===== config.mk =====
export PLATFORM = sky130hd
export DESIGN_NAME = regfile
export DESIGN_NICKNAME = d
export VERILOG_FILES = /design/src/rtl/regfile_pkg.sv /design/src/rtl/regfile_decoder_five.sv /design/src/rtl/regfile.sv
export SDC_FILE = /design/constraint.sdc
export NUM_CORES = 2
export LEC_CHECK = 0
export ABC_AREA = 1
export CAP_MARGIN = 20
export CORE_ASPECT_RATIO = 0.6
export CORE_UTILIZATION = 30
export CTS_CLUSTER_DIAMETER = 50
export DETAILED_ROUTE_END_ITERATION = 10
export PLACE_DENSITY = 0.54
export REMOVE_ABC_BUFFERS = 1
export SLEW_MARGIN = 20
export SYNTH_ARGS = -nofsm -noshare
export SYNTH_HDL_FRONTEND = slang
export SYNTH_SLANG_ARGS = --single-unit

===== constraint.sdc =====
create_clock -name clock -period 5.5 [get_ports clock]
set_input_delay 0.55 -clock clock [delete_from_list [all_inputs] [get_ports clock]]
set_output_delay 0.55 -clock clock [all_outputs]
set_load 0.05 [all_outputs]

===== src/rtl/regfile_pkg.sv =====
// Shared widths and constants for the register file, plus the 3-to-8
// decode stage used to build the write-select decoder.
package regfile_pkg;

  localparam int DATA_W   = 32;
  localparam int NUM_REGS = 32;
  localparam int ADDR_W   = 5;
  localparam logic [ADDR_W-1:0] REG_ZERO = 5'd0;

  function automatic logic [7:0] dec3_8(input logic en, input logic [2:0] sel);
    dec3_8 = en ? (8'b1 << sel) : 8'b0;
  endfunction

endpackage


===== src/rtl/regfile_decoder_five.sv =====
// 5-to-32 one-hot decoder with enable: sel[4:3] picks one of four 3-to-8 stages.
module decoder_five
  import regfile_pkg::*;
(
  input  logic        en,
  input  logic [4:0]  sel,
  output logic [31:0] out
);

  logic [3:0] bank_en;

  always_comb begin
    bank_en = '0;
    bank_en[sel[4:3]] = en;
  end

  for (genvar b = 0; b < 4; b++) begin : g_stage
    assign out[b*8 +: 8] = dec3_8(bank_en[b], sel[2:0]);
  end

endmodule


===== src/rtl/regfile.sv =====
// Two-read, one-write register file with r0 hardwired to zero, write-through
// bypass on both read ports and a per-register busy scoreboard.
module regfile
  import regfile_pkg::*;
#(
  parameter int DATA_W   = regfile_pkg::DATA_W,
  parameter int NUM_REGS = regfile_pkg::NUM_REGS
) (
  input  logic              clock,
  input  logic              ctrl_reset,
  input  logic              ctrl_writeEnable,
  input  logic [4:0]        ctrl_writeReg,
  input  logic [DATA_W-1:0] data_writeReg,
  input  logic [4:0]        ctrl_readRegA,
  input  logic [4:0]        ctrl_readRegB,
  output logic [DATA_W-1:0] data_readRegA,
  output logic [DATA_W-1:0] data_readRegB,
  input  logic              ctrl_issueEnable,
  input  logic [4:0]        ctrl_issueReg,
  output logic              busy_A,
  output logic              busy_B
);

  logic [DATA_W-1:0]   regs [1:NUM_REGS-1];
  logic [NUM_REGS-1:1] busy_q;
  logic [NUM_REGS-1:0] busy;
  logic [31:0]         wsel;
  logic                unused_wsel0;

  decoder_five u_wdec (
    .en  (ctrl_writeEnable),
    .sel (ctrl_writeReg),
    .out (wsel)
  );

  assign unused_wsel0 = wsel[0];
  assign busy = {busy_q, 1'b0};

  // Issue is applied after the writeback clear so a same-register pair stays busy.
  always_ff @(posedge clock) begin
    if (ctrl_reset) begin
      for (int i = 1; i < NUM_REGS; i++) begin
        regs[i]   <= '0;
        busy_q[i] <= 1'b0;
      end
    end else begin
      for (int i = 1; i < NUM_REGS; i++) begin
        if (wsel[i])
          regs[i] <= data_writeReg;
        busy_q[i] <= (busy_q[i] & ~wsel[i]) |
                     (ctrl_issueEnable && (ctrl_issueReg == 5'(i)));
      end
    end
  end

  logic hit_a, hit_b;

  assign hit_a = ctrl_writeEnable && (ctrl_writeReg == ctrl_readRegA);
  assign hit_b = ctrl_writeEnable && (ctrl_writeReg == ctrl_readRegB);

  always_comb begin
    data_readRegA = '0;
    data_readRegB = '0;
    if (ctrl_readRegA != REG_ZERO)
      data_readRegA = hit_a ? data_writeReg : regs[ctrl_readRegA];
    if (ctrl_readRegB != REG_ZERO)
      data_readRegB = hit_b ? data_writeReg : regs[ctrl_readRegB];
  end

  assign busy_A = busy[ctrl_readRegA] & ~hit_a;
  assign busy_B = busy[ctrl_readRegB] & ~hit_b;

endmodule


; Word-level counts from Yosys, hierarchy flattened
; Memories as Yosys holds them, arrays and structs flattened.
; Index checks and enable logic that the tools add are counted.
[op_classes]
bitwise = 129
n_shift = 1
mux = 140
n_reduce_logical = 36
magnitude_cmp = 4
eq_ne = 33
[ops]
columns = cell, count
row1 = $mux W32, 35
row2 = $mux W1, 98
row3 = $eq A5 B5 Y1 const B, 16
row4 = $or A1 B1 Y1, 62
row5 = $eq A5 B4 Y1 const B, 8
row6 = $logic_and A1 B1 Y1, 34
row7 = $and A1 B1 Y1, 33
row8 = $not A1 Y1, 33
row9 = $mux W8, 4
row10 = $eq A5 B3 Y1 const B, 4
row11 = $lt A5 B6 Y1 const B, 2
row12 = $bmux W1 S5, 2
row13 = $eq A5 B2 Y1 const B, 2
row14 = $eq A5 B5 Y1, 2
row15 = $reduce_bool A5 Y1, 2
row16 = $shl A1 B3 Y8 const A, 1
row17 = $eq A5 B1 Y1 const B, 1
row18 = $and A4 B4 Y4, 1
row19 = $lt A2 B3 Y1 const B, 1
row20 = $demux W1 S2, 1
row21 = $ge A2 B1 Y1 const B, 1
[word_totals]
inputBits = 56
reg_bits = 31
memories = 1
ram_bits = 992
elab_cells = 345
out_inout_bits = 66
[mem_list]
columns = name, words, width, rd, rd_ports_with_merged_regs, wr, line_no
row1 = regs, 31, 32, 2, 0, 31, regfile.sv:24  ; logic [DATA_W-1:0] regs [1:NUM_REGS-1];

; Logic depth before layout (Yosys ltp)
[depth]
word_depth = 10
mapped_depth = 14
ltp_nobuf = 11

; Modules after synthesis
; Synthesis repeated with hierarchy kept, for this count alone.
[unflattened]
hier_cells = 7896
area_unflattened_um2 = 59010.3
[modules_own_cells]
columns = module, area_each_um2, seq_area_each_um2, n_inst, cells_each
row1 = regfile, 58807.7, 30409.2, 1, 7845
row2 = decoder_five, 202.7, 0.0, 1, 51

; Worst setup path before layout
; Ideal clock, no wire load.
[synth_timing]
path_type = in2reg
from = input port ctrl_writeReg[4]
to = memory regs[9][0] (enable)
required_ns = 5.032
arrival_time_ns = 3.373
cell_stages = 4
path_buffers = 1
setup_slack_ns = 1.659
cell_sequence = inv_1 -> nand3_1 -> clkbuf_1 -> o21ai_0
[synth_rtl]
columns = element, line_no
row1 = start: declaration, regfile.sv:12  ; input logic [4:0] ctrl_writeReg,
row2 = end: declaration, regfile.sv:24

; Worst setup path after layout
[layout_timing]
from = input port ctrl_readRegB[1]
to = output port data_readRegB[20]
[layout_between]
elab_chain_len = 4
[layout_rtl]
columns = element, line_no
row1 = start: declaration, regfile.sv:15  ; input logic [4:0] ctrl_readRegB,
row2 = branches (longest 3 deep; another with $mem_v2 Z31 W32), --
row3 = $mux W32 *, regfile.sv:66  ; if (ctrl_readRegB != REG_ZERO)
row4 = end: declaration, regfile.sv:17  ; output logic [DATA_W-1:0] data_readRegB,
; Mark *: on every way between the ends.

==> impl_results.md <==
- Max_cap viols: 0
- Crit path DAT: 3.91 ns
- Largest family of logic cells by synthesized area: simple AND/OR/NAND/NOR gates
- Final setup viols: 0
- Dominant cells by area after synthesis: edfxtp_1 50%, nand2_1 15%, nor2_1 9.2%, nand3_1 7.9%, inv_1 5.3%
- Yosys warning count: 0
- Worst slew margin: 0.229
- Clock buffer depth: 3
- TritonRoute pass-1 iters: 9
- First-pass GRT wire length: 375 mm
- Pwr/cell area: 301 mW/mm^2
- Via/cell ratio: 5.42
- CP Capture Type: output port
- Worst-path maximum fanout: 36
- Antenna-violating nets left: 0
- Vias in the first global route: 52200
- WP data required: 4.95 ns
- Internal: 0.0139 W
- GP Congestion: 0.950
- Most frequent cell after synthesis: nand2_1
- HP Class: reg -> reg
- Sequential share of power: 0.454
- Final hold vios: 0
- Combinational share of power: 0.170
- Clock power frac: 0.376
- Synth Area in Simple Gates: 0.327
- Core Box Area: 0.197 mm^2
- Synth Area in Compound Gates: 0.0591
- Placed Instances: 10300
- Post-synth top cells: 2418 x nand2_1, 1470 x nor2_1, 992 x edfxtp_1, 947 x nand3_1, 850 x inv_1
- Post-layout min period: 4.46 ns
- Routed wire per std cell: 25.2 um
- Fin nets: 7847
- TritonCTS clock tree: done
- Asr flop ratio synth: 0
- Initial antenna violation count: 15
- Status: complete, no violations
- H-tree depth: 3
- Post-synth cell types: 31
- Clock transition at path regs: 0.06 ns
- Largest net degree at the start of global routing: 173
- PortBufs: 121
- # rows: 126
- Peak Freq: 224 MHz
- Layout fillers: 20600
- Post-synth EDFFs: 992
- Yosys top cell area share: 0.499
- Clock sink count: 1023
- Period utilization: 0.811
- Worst-Skew Late Latency: 0.72 ns
- Hold-fix buffers at CTS: 0
- Setup bufs post-CTS: 0
- Post-Layout Cell Count: 10500
- Mux share of post-synthesis cell area: 0
- Switching Fraction: 0.307
- Total power: 0.0201 W
- Initial Util: 0.303
- Hpwl dp: 158 mm
- Adder-Cell Fraction of Synth Area: 0
- Horiz. Die Dim: 578 um
- Drt initial violations: 9590
- Switching power total: 0.00618 W
- Layout area overhead: 11.9%
- Top FF cell, synth: edfxtp_1
- Fin. max-slew vios: 0
- Seq cells post-synth: 1023
- Die ar.: 0.201 mm^2
- RSZ-0062 raised after global routing: no
- I/O pins: 122
- Post-synth top area cell: edfxtp_1
- Layout cells sized above 1: 0.0625
- Post-Synthesis Cells: 8012
- Startpoint class of the critical path: input pin
- Setup TNS: 0 ns
- Skew final: 0 ns
- DRT Wirelength: 265 mm
- Post-Syn Area per Cell: 7.45 um^2
- Die height: 348 um
- CTS Buf Count: 104
- Remaining DRCs: 0
- Xor and xnor area share after synthesis: 0.000147
- GR Overflow Total: 0
- Via count: 57000
- Synthesized cell area: 0.0597 mm^2
- Leak: 28.9 nW
- GRT Resource Usage Total: 0.256
- Tightest Pin Transition: 1.15 ns
- CP Class: in -> out
- Post-synthesis sequential area ratio: 0.509
- Root buffer cell: clkbuf_16
- Post-cts sizing count: 0
- Max VDD drop: 0.222 mV
worst paths after layout:
| check | from | end | slack [ns] | cells after the start |
|---|---|---|---|---|
| worst max-delay path | ctrl_readRegB[1] | data_readRegB[20] | 1.04 | 8 |
| worst min register to register | busy_q[29]$_SDFF_PP0_ | busy_q[29]$_SDFF_PP0_ | 0.48 | 2 |
| worst max register to register | busy_q[1]$_SDFF_PP0_ | busy_q[1]$_SDFF_PP0_ | 4.81 | 2 |
| worst min-delay path | busy_q[29]$_SDFF_PP0_ | busy_q[29]$_SDFF_PP0_ | 0.48 | 2 |
power groups by stage:
stage | Combinational (W) | Clock (W) | Sequential (W)
6_report | 0.00341 | 0.00756 | 0.00913
5_1_grt | 0.00360 | 0.00785 | 0.00917
4_1_cts | 0.00330 | 0.00756 | 0.00913
3_5_place_dp | 0.00329 | 0 | 0.00929
3_3_place_gp | 0.00328 | 0 | 0.00928
2_1_floorplan | 0.00167 | 0 | 0.00927
final cells by class:
| class | instances | area [um^2] | share of cell area |
|---|---|---|---|
| Clock buffer | 124 | 2740 | 0.0410 |
| Multi-Input combinational cell | 5507 | 23500 | 0.351 |
| Timing Repair Buffer | 296 | 2950 | 0.0441 |
| Antenna cell | 12 | 30.0 | 0.000449 |
| Sequential cell | 1023 | 30400 | 0.455 |
| Tap cell | 2624 | 3280 | 0.0491 |
| Inverter | 859 | 3260 | 0.0488 |
| Clock inverter | 65 | 657 | 0.00983 |
per-layer routing:
| metal | routed length [um] | vias to the layer above | part of all wire | track usage |
|---|---|---|---|---|
| met5 | 13 | - | 0.000049 | 0 |
| met4 | 9290 | 2 | 0.035 | 0.0872 |
| met3 | 40900 | 594 | 0.15 | 0.0825 |
| met2 | 104000 | 4237 | 0.39 | 0.350 |
| met1 | 111000 | 27100 | 0.42 | 0.373 |
| li1 | - | 25000 | - | - |
flip-flops by register name (all words and copies together), names as in the netlist:
| register | flops |
|---|---|
| busy_q | 31 |
| regs | 992 |
stage by stage:
stage / hold slack (ns) / utilization / worst slack, ns / cell area (um^2)
4_1_cts: 0.480 / 0.339 / 1.16 / 66800
3_5_place_dp: 0.470 / 0.321 / 1.17 / 63400
6_report: 0.481 / 0.339 / 1.04 / 66800
3_3_place_gp: 0.465 / 0.321 / 1.13 / 63400
2_1_floorplan: 0.453 / - / 0.326 / 56700
5_1_grt: 0.499 / 0.339 / 1.01 / 66800
placed cells by master, fill, tap and decap left out, drive strengths merged, types with 16 or more instances in the layout:
| cell type | instances |
|---|---|
| o21ai | 264 |
| edfxtp | 992 |
| clkbuf | 124 |
| clkdlybuf4s50 | 47 |
| nand2 | 2419 |
| dfxtp | 31 |
| buf | 249 |
| inv | 859 |
| nor2 | 1475 |
| or2 | 16 |
| a21oi | 243 |
| clkinv | 49 |
| nand3 | 949 |
| o211ai | 99 |
| o22ai | 35 |
critical path: stages:
cell,delay [ns]
buf_6,0.24
nor2_4,0.91
buf_4,0.45
nand3_2,0.74
buf_4,0.52
o21ai_0,0.12
a21oi_1,0.11
buf_12,0.19
kinds of logic (layout without fill, tap and decap cells):
logic type	after synthesis	after routing
AOI/OAI and AO/OA	645	645
DFF	1023	1023
and+or+nand+nor	4861	4861
buffers and inverters	1482	1344
xor gates and xnor gates	1	1
other	0	12
Power figures use the tool's default switching activity.
